`src/rtl/text_cursor_ctrl.sv`:
```
// text_cursor_ctrl: print FIFO plus an 80x60 cursor tracker that issues single-cell writes to the text store.
// Define TEXT_CTRLCODE_EN to decode 6'h3D/3E/3F as clear, backspace and newline; otherwise all codes print.
module text_cursor_ctrl #(
    parameter int COLS       = 80,
    parameter int ROWS       = 60,
    parameter int FIFO_DEPTH = 8,
    parameter int CW         = 6
) (
    input  logic          clk,
    input  logic          clr,
    input  logic          print_valid,
    input  logic [CW-1:0] print_char,
    output logic          fifo_full,
    output logic          overflow,
    output logic          busy,
    output logic          wr_en,
    output logic [12:0]   wr_addr,
    output logic [CW-1:0] wr_char,
    output logic [6:0]    cur_col,
    output logic [5:0]    cur_row
);
    localparam int          AW       = $clog2(FIFO_DEPTH);
    localparam logic [AW:0] FULL_CNT = (AW+1)'(FIFO_DEPTH);
    localparam logic [12:0] CELLS    = 13'(COLS * ROWS);
    localparam logic [6:0]  LAST_COL = 7'(COLS - 1);
    localparam logic [5:0]  LAST_ROW = 6'(ROWS - 1);

    typedef enum logic [1:0] {IDLE, EXEC, CLEAR} state_t;

    state_t        state, state_nxt;
    logic [CW-1:0] fifo_mem [FIFO_DEPTH];
    logic [AW-1:0] rd_ptr, wr_ptr;
    logic [AW:0]   count;
    logic          push, pop, fifo_empty;
    logic [CW-1:0] cmd;
    logic          is_clear, is_newline, is_backspace;
    logic [12:0]   clr_addr, clr_addr_nxt;
    logic          wr_en_nxt;
    logic [12:0]   wr_addr_nxt;
    logic [CW-1:0] wr_char_nxt;
    logic [6:0]    col_nxt;
    logic [5:0]    row_nxt, row_inc;

    assign fifo_empty = (count == '0);
    assign fifo_full  = (count == FULL_CNT);
    assign push       = print_valid && !fifo_full;
    assign busy       = !fifo_empty || (state == CLEAR);
    assign row_inc    = (cur_row == LAST_ROW) ? '0 : cur_row + 6'd1;

    function automatic logic [12:0] cell_addr(input logic [5:0] row, input logic [6:0] col);
        return 13'(row) * 13'(COLS) + 13'(col);
    endfunction

`ifdef TEXT_CTRLCODE_EN
    assign is_clear     = (cmd == CW'(6'h3D));
    assign is_backspace = (cmd == CW'(6'h3E));
    assign is_newline   = (cmd == CW'(6'h3F));
`else
    assign is_clear     = 1'b0;
    assign is_backspace = 1'b0;
    assign is_newline   = 1'b0;
`endif

    // A strobe arriving while full is dropped even if a pop frees a slot on the same edge.
    always_ff @(posedge clk or negedge clr) begin
        if (!clr) begin
            rd_ptr   <= '0;
            wr_ptr   <= '0;
            count    <= '0;
            overflow <= 1'b0;
        end else begin
            if (push) wr_ptr <= wr_ptr + AW'(1);
            if (pop)  rd_ptr <= rd_ptr + AW'(1);
            case ({push, pop})
                2'b10:   count <= count + (AW+1)'(1);
                2'b01:   count <= count - (AW+1)'(1);
                default: ;
            endcase
            if (print_valid && fifo_full) overflow <= 1'b1;
        end
    end

    // NOTE: the FIFO array has no reset; pointers and count alone say which entries are valid.
    always_ff @(posedge clk) begin
        if (push) fifo_mem[wr_ptr] <= print_char;
    end

    // NOTE: sequential state uses non-blocking assignments so every register samples pre-edge values.
    always_ff @(posedge clk or negedge clr) begin
        if (!clr) state <= IDLE;
        else      state <= state_nxt;
    end

    always_comb begin
        state_nxt = state;
        case (state)
            IDLE:    if (!fifo_empty) state_nxt = EXEC;
            EXEC: begin
                if (is_clear)        state_nxt = CLEAR;
                else if (fifo_empty) state_nxt = IDLE;
            end
            CLEAR:   if (clr_addr == CELLS) state_nxt = IDLE;
            default: state_nxt = IDLE;
        endcase
    end

    // NOTE: every output of this block gets a default first, so no path can infer a latch.
    always_comb begin
        pop          = 1'b0;
        wr_en_nxt    = 1'b0;
        wr_addr_nxt  = wr_addr;
        wr_char_nxt  = wr_char;
        col_nxt      = cur_col;
        row_nxt      = cur_row;
        clr_addr_nxt = clr_addr;
        case (state)
            IDLE: pop = !fifo_empty;
            EXEC: begin
                pop = !fifo_empty && !is_clear;
                if (is_clear) begin
                    clr_addr_nxt = '0;
                end else if (is_newline) begin
                    col_nxt = '0;
                    row_nxt = row_inc;
                end else if (is_backspace) begin
                    if (cur_col != '0) begin
                        col_nxt     = cur_col - 7'd1;
                        wr_en_nxt   = 1'b1;
                        wr_addr_nxt = cell_addr(cur_row, cur_col - 7'd1);
                        wr_char_nxt = '0;
                    end else if (cur_row != '0) begin
                        col_nxt     = LAST_COL;
                        row_nxt     = cur_row - 6'd1;
                        wr_en_nxt   = 1'b1;
                        wr_addr_nxt = cell_addr(cur_row - 6'd1, LAST_COL);
                        wr_char_nxt = '0;
                    end
                end else begin
                    wr_en_nxt   = 1'b1;
                    wr_addr_nxt = cell_addr(cur_row, cur_col);
                    wr_char_nxt = cmd;
                    if (cur_col == LAST_COL) begin
                        col_nxt = '0;
                        row_nxt = row_inc;
                    end else begin
                        col_nxt = cur_col + 7'd1;
                    end
                end
            end
            CLEAR: begin
                if (clr_addr != CELLS) begin
                    wr_en_nxt    = 1'b1;
                    wr_addr_nxt  = clr_addr;
                    wr_char_nxt  = '0;
                    clr_addr_nxt = clr_addr + 13'd1;
                end else begin
                    col_nxt = '0;
                    row_nxt = '0;
                end
            end
            default: ;
        endcase
    end

    always_ff @(posedge clk or negedge clr) begin
        if (!clr) begin
            cmd      <= '0;
            clr_addr <= '0;
            wr_en    <= 1'b0;
            wr_addr  <= '0;
            wr_char  <= '0;
            cur_col  <= '0;
            cur_row  <= '0;
        end else begin
            if (pop) cmd <= fifo_mem[rd_ptr];
            clr_addr <= clr_addr_nxt;
            wr_en    <= wr_en_nxt;
            wr_addr  <= wr_addr_nxt;
            wr_char  <= wr_char_nxt;
            cur_col  <= col_nxt;
            cur_row  <= row_nxt;
        end
    end

endmodule

```
`config.mk`:
```
export PLATFORM = sky130hd
export DESIGN_NAME = text_cursor_ctrl
export DESIGN_NICKNAME = d
export VERILOG_FILES = /design/src/rtl/text_cursor_ctrl.sv
export SDC_FILE = /design/constraint.sdc
export NUM_CORES = 1
export LEC_CHECK = 0
export BUFFER_PORTS_ARGS = -buffer_cell sky130_fd_sc_hd__buf_4
export CORE_UTILIZATION = 35
export CTS_BUF_LIST = sky130_fd_sc_hd__clkbuf_4 sky130_fd_sc_hd__clkbuf_8
export DETAILED_ROUTE_END_ITERATION = 8
export PLACE_DENSITY = 0.58
export SYNTH_ARGS = -nofsm -noshare
export SYNTH_HDL_FRONTEND = slang
export SYNTH_SLANG_ARGS = --single-unit
```
`constraint.sdc`:
```
create_clock -name clk -period 2.4 [get_ports clk]
set_input_delay 0.12 -clock clk [delete_from_list [all_inputs] [get_ports clk]]
set_output_delay 0.12 -clock clk [all_outputs]
set_load 0.02 [all_outputs]
```
==> impl_metrics.py, run 1 <==
metrics = {
    "outcome": {
        "status": "finished, final reports clean",
    },
    "routing": {
        "wire_per_inst_um": 14.1,
        "antenna_left": 0,
        "wl_um": 7590,
        "drc": 0,
        "drtPass1Iterations": 4,
        "num_vias": 2483,
        "via_per_inst": 4.61,
        "drt_iter0_drc": 117,
    },
    "timing": {
        "clock_skew_ns": 0.00883,
        "period_share_pct": 94.5,
        "hold_viol": 0,
        "setup_tns_ns": 0,
        "drv_slew": 0,
        "tightest_slew_ns": 0.662,
        "rsz0062_at_grt": "no",
        "fin_ws_ns": 0.133,
        "max_freq_mhz": 441,
        "maxSlewHeadroom_pct": 55.9,
        "min_period_ns": 2.27,
        "setup_viol": 0,
    },
    "yosys": {
        "post_synth_num_cell_types": 40,
        "synth_cells": 303,
        "synth_ff_type": "dfrtp_1",
        "yosys_warnings": 0,
        "synthArstFlopShare_pct": 51.5,
        "synthesis.area_um2": 4390,
        "syn_nets": 333,
        "synth-seq-cells": 99,
        "syn_area_per_cell_um2": 14.5,
        "ys_seq_area_share_pct": 62.0,
        "synth_edf_count": 48,
    },
    "cells_and_area": {
        "drive_above_1_share_pct": 31.5,
        "ff_latch_area_um2": 2720,
        "multi_input_area_um2": 1580,
        "diodes": 0,
        "syn_to_final_growth_pct": 19.7,
        "n_fill_cell": 1144,
        "fin_util_pct": 43.3,
        "stdcell_count": 539,
        "nNetsFinal": 396,
    },
    "power": {
        "p_int_mw": 3.96,
        "power_per_cell_area_nw_per_um2": 1150,
        "p_clk_share_pct": 17.4,
        "p_comb_share_pct": 38.1,
        "vdd_drop_max_v": 0.000415,
        "seqPwrFrac_pct": 44.4,
        "p_sw_mw": 2.09,
        "leakage_nw": 2.16,
        "switching_share_pct": 34.5,
        "total_power_mw": 6.05,
    },
    "worst_setup_path": {
        "slowest_stage": "dfrtp_2",
        "worstSetupStartpointType": "register",
        "crit_chain": "ha_1 -> ha_1 -> fa_1 -> a21o_2 -> a21oi_1 -> xnor2_1 -> xnor2_1 -> a21oi_1",
        "cp.required_ns": 2.64,
        "max_stage_delay_ns": 0.49,
        "cp-startpoint": "cur_row[2]$_DFFE_PN0P_",
        "cp.arrival_ns": 2.50,
        "path_max_fanout": 9,
        "reg2reg_from": "cur_row[2]$_DFFE_PN0P_",
        "end_kind": "register",
        "ff2ff_path_depth": 8,
        "crit_type": "reg2reg",
    },
    "min_path": {
        "min_path_type": "in2async",
    },
    "cts": {
        "clk_latency_ns": 0.36,
        "numCtsBuffers": 9,
        "cts_root_buf": "clkbuf_8",
        "cts.reportedPaths.clkPinSlew_ns": 0.09,
        "clkSinkCount": 99,
        "cts_max_level": 3,
        "clockBufferDepth": 2,
        "cts_tree": "built",
    },
    "die": {
        "die_w_um": 114,
        "pin_count": 45,
        "die_h_um": 114,
        "num_rows": 40,
        "coreArea_um2": 12100,
        "start_util_pct": 36.2,
        "dieArea_um2": 13000,
    },
    "placed_design": {
        "place_ws_ns": 0.0453,
        "gp_congestion": 0.757,
        "port_buffers": 44,
        "dp_hpwl_um": 5270,
        "placed_cells": 514,
    },
    "global_route": {
        "grt_max_degree": 52,
        "antenna_found_initial": 0,
        "gr-total-overflow": 0,
        "grt_pass1_vias": 2506,
        "grt_usage_pct": 12.8,
        "grt_pass1_wl_um": 12700,
    },
    "job": {
        "cap_violations": 0,
    },
}
worst max-delay path, delay by kind of cell (launching register included):
kind	cells	cell delay (ns)
fa+ha+maj	3	0.86
flops	1	0.49
compound gates	3	0.47
xor+xnor	2	0.33
power by group through the flow:
| stage | sequential [mW] | combinational, mW | clock [mW] |
|---|---|---|---|
| floorplan | 2.84 | 1.45 | 0 |
| global placement | 2.72 | 2.26 | 0 |
| detailed placement | 2.74 | 2.31 | 0 |
| CTS | 2.70 | 2.32 | 1.10 |
| global route | 2.76 | 2.58 | 1.16 |
| finish | 2.69 | 2.31 | 1.05 |
cell usage after synthesis (all sizes together) (5+ instances only):
cell type	n	area (µm²)
a21o	6	46.3
a21oi	11	55.1
buf	12	76.3
dfrtp	51	1280
edfxtp	48	1440
ha	18	225
inv	8	30.0
mux2	16	180
mux2i	8	80.1
mux4	12	270
nand2	26	97.6
nor2	18	67.6
nor2b	5	33.8
o21ai	12	60.1
xnor2	14	123
xor2	5	43.8
state kept, by name, summed over array words and instances (netlist names), 3 cells and up:
name	count
wr_char	6
cur_row	6
count	4
wr_ptr	3
rd_ptr	3
cur_col	7
cmd	6
fifo_mem	48
wr_addr	13
path summary, 6_finish.rpt:
check	slack [ns]	to
max	0.13	wr_addr[11]$_DFFE_PN0P_
min	0.33	cur_row[4]$_DFFE_PN0P_
max reg2reg	0.13	wr_addr[11]$_DFFE_PN0P_
min reg2reg	0.47	overflow$_DFFE_PN0P_
max in group asynchronous	1.59	count[1]$_DFFE_PN0P_
min in group clk	0.47	overflow$_DFFE_PN0P_
placed cells by master, fill, tap and decap left out, types with 3 or more instances in the layout:
cell            n
clkbuf_8        9
nand2b_1        3
a21oi_1         9
mux2i_1         8
buf_4          58
xnor2_1        14
a21o_1          5
mux2_2         16
nand4_1         4
fa_1            3
inv_1           8
nand3_1         3
o21ai_0         8
mux4_2         12
ha_1           17
nand2_1        26
edfxtp_1       48
xor2_1          4
dfrtp_1        48
dlygate4sd3_1   8
dfrtp_2         3
nor2_1         18
nor3_1          4
o21ai_1         4
nor2b_1         4
final cells by class:
cell class / count / area share (%)
Timing Repair Buffer: 66 / 9.82
Inverter: 8 / 0.572
Clock inverter: 5 / 1.05
Multi-Input combinational cell: 182 / 30.1
Clock buffer: 11 / 2.65
Tap cell: 168 / 4.00
Sequential cell: 99 / 51.8
through the flow:
stage                     hold slack [ns]  cell area (µm²)
after floorplan                    -0.176             4390
after global placement              0.200             4940
after detailed placement            0.201             4940
after CTS                           0.344             5220
after global routing                0.382             5250
final                               0.332             5250
timing repair:
item,in CTS,in global routing
hold endpoints to repair,100,0
setup endpoints to repair,0,3
hold buffers,8,0
buffers inserted,0,1
resized for setup,0,9
per-layer routing:
layer | part of all wire [%] | vias up | global-route usage (%)
li1 | - | 1221 | -
met2 | 49 | 49 | 21.0
met3 | 3.6 | 4 | 4.14
met4 | 0.95 | 0 | 3.38
met1 | 46 | 1209 | 16.3
met5 | 0 | - | 0
cell families (layout without fill, tap and decap cells):
group | count (synthesis) | in the layout | synth area share (%)
buf+inv | 22 | 90 | 2.60
xor+xnor | 19 | 19 | 3.79
simple gates | 70 | 70 | 8.10
fa+ha+maj | 21 | 21 | 6.50
mux | 36 | 36 | 12.1
compound gates | 36 | 36 | 4.96
flops | 99 | 99 | 62.0
Note: power is estimated with default switching activity, not from simulation.
==> run 2: changes to the inputs <==
Settings changed: ABC_AREA from default to 1.
==> run 2 against run 1 <==
Non-clock buffer count down 9; critical path type unchanged; sequential share of layout area down 0.45 points; critical path depth increased by 2; routed wire length is 18% higher; area after synthesis grew 2.9%; clock power increased by 14%; highest routed layer unchanged; via count grew 24%; largest power group unchanged.
==> impl_metrics.py, run 2 <==
metrics = {
    "outcome": {
        "status": "finished, final reports clean",
    },
    "timing": {
        "tightest_slew_ns": 0.818,
        "clock_skew_ns": 0.0110,
        "drv_slew": 0,
        "hold_viol": 0,
        "min_period_ns": 2.21,
        "rsz0062_at_grt": "no",
        "period_share_pct": 92.1,
        "maxSlewHeadroom_pct": 45.4,
        "max_freq_mhz": 452,
        "setup_viol": 0,
        "setup_tns_ns": 0,
    },
    "yosys": {
        "synth_top_area_share_pct": 31.9,
        "ys_seq_area_share_pct": 60.2,
        "yosys_warnings": 0,
        "synth-seq-cells": 99,
        "synth_cells": 435,
        "synth_top_area_cell": "edfxtp_1",
        "syn_area_per_cell_um2": 10.4,
        "synthArstFlopShare_pct": 51.5,
        "synth_common_cells": "69 x nand2_1, 55 x nor2_1, 51 x dfrtp_1, 48 x edfxtp_1, 36 x inv_1",
        "post_synth_num_cell_types": 29,
        "synth_ff_type": "dfrtp_1",
        "synthesis.area_um2": 4510,
        "syn_nets": 465,
        "synth.most_common_cell": "nand2_1",
        "synth_edf_count": 48,
        "synth.area.top_cells": "edfxtp_1 32%, dfrtp_1 28%, nand2_1 5.7%",
    },
    "placed_design": {
        "gp_congestion": 0.824,
        "dp_hpwl_um": 6220,
        "place_area_um2": 4990,
        "port_buffers": 44,
        "placed_cells": 638,
    },
    "routing": {
        "num_vias": 3085,
        "wire_per_inst_um": 13.5,
        "drc": 0,
        "antenna_left": 0,
        "drtPass1Iterations": 4,
        "wl_um": 8930,
        "via_per_inst": 4.66,
        "drt_iter0_drc": 165,
    },
    "global_route": {
        "grtUsageMet1_pct": 20.6,
        "grt_use_met3_pct": 2.25,
        "busiest_layer": "met2",
        "grt_pass1_vias": 2964,
        "gr-total-overflow": 0,
        "antenna_found_initial": 0,
        "grt_use_met2_pct": 23.0,
        "grt_pass1_wl_um": 15100,
        "grt_usage_pct": 14.9,
        "grt_max_degree": 52,
    },
    "cts": {
        "clockBufferDepth": 2,
        "cts_root_buf": "clkbuf_8",
        "cts_tree": "built",
        "clkSinkCount": 99,
        "post-cts-setup-buffer-count": 0,
        "clk_latency_ns": 0.37,
        "numCtsBuffers": 9,
        "cts_max_level": 3,
        "cts.reportedPaths.clkPinSlew_ns": 0.09,
    },
    "worst_setup_path": {
        "end_kind": "register",
        "path_max_fanout": 7,
        "ff2ff_path_depth": 10,
        "cp-startpoint": "cur_row[3]$_DFFE_PN0P_",
        "reg2reg_from": "cur_row[3]$_DFFE_PN0P_",
        "worstSetupStartpointType": "register",
        "reg2reg_slack_ns": 0.19,
        "cp.arrival_ns": 2.47,
        "cp.required_ns": 2.66,
        "worstReg2RegEnd": "wr_addr[11]$_DFFE_PN0P_",
        "crit_type": "reg2reg",
    },
    "job": {
        "cap_violations": 0,
    },
    "cells_and_area": {
        "nNetsFinal": 515,
        "largest_reg_flops": 48,
        "n_fill_cell": 1251,
        "top_register": "fifo_mem",
        "diodes": 0,
        "final_common_cell": "nand2_1",
        "fin_util_pct": 41.9,
        "final_area_um2": 5290,
        "drive_above_1_share_pct": 15.7,
        "final_cell_mix": "69 x nand2_1, 55 x nor2_1, 50 x dfrtp_1, 49 x buf_4, 48 x edfxtp_1",
        "syn_to_final_growth_pct": 17.2,
        "reg_top3": "fifo_mem (48), wr_addr (13), cur_col (7)",
        "stdcell_count": 662,
    },
    "die": {
        "die_w_um": 116,
        "coreArea_um2": 12600,
        "pin_count": 45,
        "start_util_pct": 35.8,
        "dieArea_um2": 13400,
        "die_h_um": 116,
        "num_rows": 41,
    },
    "power": {
        "power_per_cell_area_nw_per_um2": 1150,
        "vdd_drop_max_v": 0.000674,
        "leakage_nw": 2.29,
        "total_power_mw": 6.07,
    },
    "min_path": {
        "min_path_type": "in2async",
    },
}
## run 2: changes by cell type after synthesis, moves of 16 or more
cell	before	now
nor2_1	18	55
mux2_2	16	0
inv_1	8	36
o21ai_1	4	24
o21ai_0	8	31
nand3_1	3	27
nand2_1	26	69
## run 2: per-layer routing
layer / part of all wire, % / up-vias
li1: - / 1566
met1: 49 / 1459
met2: 46 / 47
met3: 2.9 / 13
met4: 2.0 / 0
met5: 0 / -
## run 2: worst max path at each step
stage,to,depth (start not counted),slack [ns]
after floorplan,wr_addr[11]$_DFFE_PN0P_,10,0.22
after global placement,wr_addr[11]$_DFFE_PN0P_,10,0.25
after detailed placement,wr_addr[11]$_DFFE_PN0P_,10,0.21
after CTS,wr_addr[11]$_DFFE_PN0P_,10,0.17
after global routing,wr_addr[11]$_DFFE_PN0P_,10,0.006
final,wr_addr[11]$_DFFE_PN0P_,10,0.19
## run 2: critical path, cell delays in order, from the launching register on
cell and delay, ns:
dfrtp_2 0.47, ha_1 0.30, ha_1 0.23, fa_1 0.53, nand2_1 0.07, inv_1 0.08, nand3_1 0.12, nor2_1 0.14
nand2_1 0.06, nand3_1 0.07, nand2_1 0.05
## run 2: layout make-up
| class | count | area (µm²) | share of cell area, % |
|---|---|---|---|
| tap | 172 | 215 | 4.07 |
| clock inverter | 4 | 75.1 | 1.42 |
| inverter | 39 | 146 | 2.77 |
| timing repair buffer | 57 | 448 | 8.47 |
| sequential | 99 | 2720 | 51.4 |
| multi-input combinational | 279 | 1540 | 29.1 |
| clock buffer | 12 | 146 | 2.77 |
## run 2: per-stage QoR
step / hold slack [ns] / worst slack (ns)
global route: 0.386 / 0.00614
finish: 0.320 / 0.189
floorplan: -0.176 / 0.221
CTS: 0.334 / 0.174
detailed placement: 0.198 / 0.211
global placement: 0.194 / 0.253
## run 2: report_power, final
part,internal (mW),switching (mW)
registers,2.26,0.357
logic,0.866,1.39
clock network,0.623,0.575
## run 2: kinds of logic after synthesis
| logic type | count (synthesis) | share of synthesized area (%) |
|---|---|---|
| buf+inv | 57 | 5.65 |
| simple gates | 164 | 15.3 |
| xor+xnor | 12 | 2.49 |
| mux | 1 | 0.249 |
| flops | 99 | 60.2 |
| compound gates | 81 | 9.78 |
| fa+ha+maj | 21 | 6.32 |
## run 2: repair_timing
action / CTS / global route
endpoints found under the hold margin: 100 / 0
hold buffers: 8 / 0
endpoints found under the setup margin: 0 / 1
resized for setup: 0 / 1
==> run 3: changes to the inputs <==
Settings changed: CORE_UTILIZATION 35 to 60, PLACE_DENSITY 0.58 to 0.87.
==> run 3 against run 2 <==
Global-route usage rose by 10 points; largest cell class unchanged; clock power hardly changed; routed wire length is 0.81% lower; via count is 5.9% higher; critical path type unchanged; final cell count fell by 11%; first-iteration DRC count up 63%; total power rose by 0.35%; register-to-register slack is essentially flat; sequential power increased by 2%.
==> impl_metrics.py, run 3 (same netlist as run 2, synthesis figures left out) <==
metrics = {
    "worst_setup_path": {
        "crit_chain": "ha_1 -> ha_1 -> fa_1 -> xor2_2 -> nand3_1 -> nor2_1 -> nand2_1 -> nand3_1 -> nand2_1",
        "ff2ff_path_depth": 9,
        "end_kind": "register",
        "reg2reg_from": "cur_row[3]$_DFFE_PN0P_",
        "cp-startpoint": "cur_row[3]$_DFFE_PN0P_",
        "max_stage_delay_ns": 0.45,
        "slowest_stage": "fa_1",
        "crit_type": "reg2reg",
        "worstSetupStartpointType": "register",
        "path_max_fanout": 4,
        "cp.arrival_ns": 2.46,
        "critical_path.top_delay_family": "adder cells",
        "worstSetupEndpoint": "wr_addr[11]$_DFFE_PN0P_",
        "cp.required_ns": 2.65,
        "crit_cells": 9,
        "worst-path-buf-inv": 0,
        "reg2reg_slack_ns": 0.19,
        "worstReg2RegEnd": "wr_addr[11]$_DFFE_PN0P_",
    },
    "cells_and_area": {
        "syn_to_final_growth_pct": 15.2,
        "final_cell_mix": "69 x nand2_1, 55 x nor2_1, 50 x dfrtp_1, 48 x edfxtp_1, 48 x buf_4",
        "top_register": "fifo_mem",
        "reg_top3": "fifo_mem (48), wr_addr (13), cur_col (7)",
        "final_area_um2": 5200,
        "diodes": 0,
        "nNetsFinal": 514,
        "n_fill_cell": 490,
        "drive_above_1_share_pct": 15.5,
        "largest_reg_flops": 48,
        "final_common_cell": "nand2_1",
    },
    "die": {
        "coreArea_um2": 7250,
        "num_rows": 31,
        "dieArea_um2": 7870,
        "die_w_um": 88.7,
        "start_util_pct": 62.2,
        "die_h_um": 88.7,
        "pin_count": 45,
    },
    "cts": {
        "cts_root_buf": "clkbuf_8",
        "clockBufferDepth": 2,
        "cts.reportedPaths.clkPinSlew_ns": 0.09,
        "cts_max_level": 3,
        "cts_tree": "built",
        "clkSinkCount": 99,
        "clk_latency_ns": 0.36,
        "numCtsBuffers": 9,
    },
    "global_route": {
        "antenna_found_initial": 0,
        "gr-total-overflow": 0,
        "grt_usage_pct": 24.9,
        "grt_max_degree": 52,
        "grt_pass1_vias": 3072,
        "grt_pass1_wl_um": 14400,
    },
    "routing": {
        "drc": 0,
        "num_vias": 3266,
        "via_per_inst": 5.55,
        "wl_um": 8850,
        "drt_iter0_drc": 269,
        "drtPass1Iterations": 5,
        "antenna_left": 0,
        "wire_per_inst_um": 15.1,
    },
    "placed_design": {
        "port_buffers": 44,
        "dp_hpwl_um": 5900,
        "gp_congestion": 0.852,
        "place_area_um2": 4880,
    },
    "timing": {
        "period_share_pct": 92.2,
        "hold_viol": 0,
        "min_period_ns": 2.21,
        "setup_tns_ns": 0,
        "max_freq_mhz": 452,
        "maxSlewHeadroom_pct": 45.2,
        "setup_viol": 0,
        "rsz0062_at_grt": "no",
        "clock_skew_ns": 0.0135,
        "tightest_slew_ns": 0.822,
        "drv_slew": 0,
    },
    "outcome": {
        "status": "finished, final reports clean",
    },
    "job": {
        "cap_violations": 0,
    },
    "min_path": {
        "min_path_type": "in2async",
    },
    "power": {
        "vdd_drop_max_v": 0.000805,
        "leakage_nw": 2.29,
        "total_power_mw": 6.09,
        "power_per_cell_area_nw_per_um2": 1170,
    },
}
[run 3: cell count changes in the layout (fill, tap and decap cells not counted)]
cell | previous run | this run
clkbuf_4 | 3 | 2
buf_4 | 49 | 48
clkbuf_8 | 9 | 10
[run 3: worst min path at each step]
stage,from,endpoint,slack (ns),cells after the start
floorplan,clr,cmd[0]$_DFFE_PN0N_,-0.18,0
global placement,clr,cur_row[5]$_DFFE_PN0P_,0.18,1
detailed placement,clr,wr_addr[10]$_DFFE_PN0P_,0.19,1
CTS,print_valid,overflow$_DFFE_PN0P_,0.005,2
global route,clr,cur_row[5]$_DFFE_PN0P_,0.39,2
finish,clr,cur_row[5]$_DFFE_PN0P_,0.31,2
[run 3: power by group]
part	leakage [nW]	internal, mW	total [mW]	switching [mW]
clock network	0.110	0.640	1.19	0.550
registers	1.05	2.26	2.67	0.414
logic	1.13	0.855	2.23	1.37
total	2.29	3.75	6.09	2.34
[run 3: layer usage]
metal,global-route usage (%),wire (µm),vias up
met5,0,0,-
met4,8.94,173,0
met3,5.88,459,15
met2,40.3,4360,106
met1,33.1,3860,1584
li1,-,-,1561
[run 3: cell type report]
| type | count | area (µm²) | area share, % |
|---|---|---|---|
| inverters | 39 | 146 | 2.82 |
| clock inverters | 4 | 75.1 | 1.44 |
| clock buffers | 12 | 153 | 2.94 |
| multi-input cells | 279 | 1540 | 29.7 |
| repair buffers | 56 | 440 | 8.47 |
| flip-flops and latches | 99 | 2720 | 52.3 |
| well taps | 99 | 124 | 2.38 |
[run 3: metrics by stage]
step,worst slack [ns],hold WS [ns],util (%),std cells
after global routing,0.0357,0.390,71.7,588
after CTS,0.147,0.00503,71.4,586
after global placement,0.261,0.182,67.3,563
after floorplan,0.221,-0.176,-,435
final,0.187,0.313,71.7,588
after detailed placement,0.178,0.187,67.3,563
[run 3: repair_timing]
item	in CTS	in global routing
hold buffers	7	1
setup endpoints to repair	0	2
setup buffers	0	1
endpoints found under the hold margin	83	1
gates resized for setup	0	1
[run 3: worst register-to-register path, delay by kind of cell (launching register included)]
kind / cells / cell delay [ns]
flops: 1 / 0.44
simple gates: 5 / 0.50
xor+xnor: 1 / 0.21
fa+ha+maj: 3 / 0.96
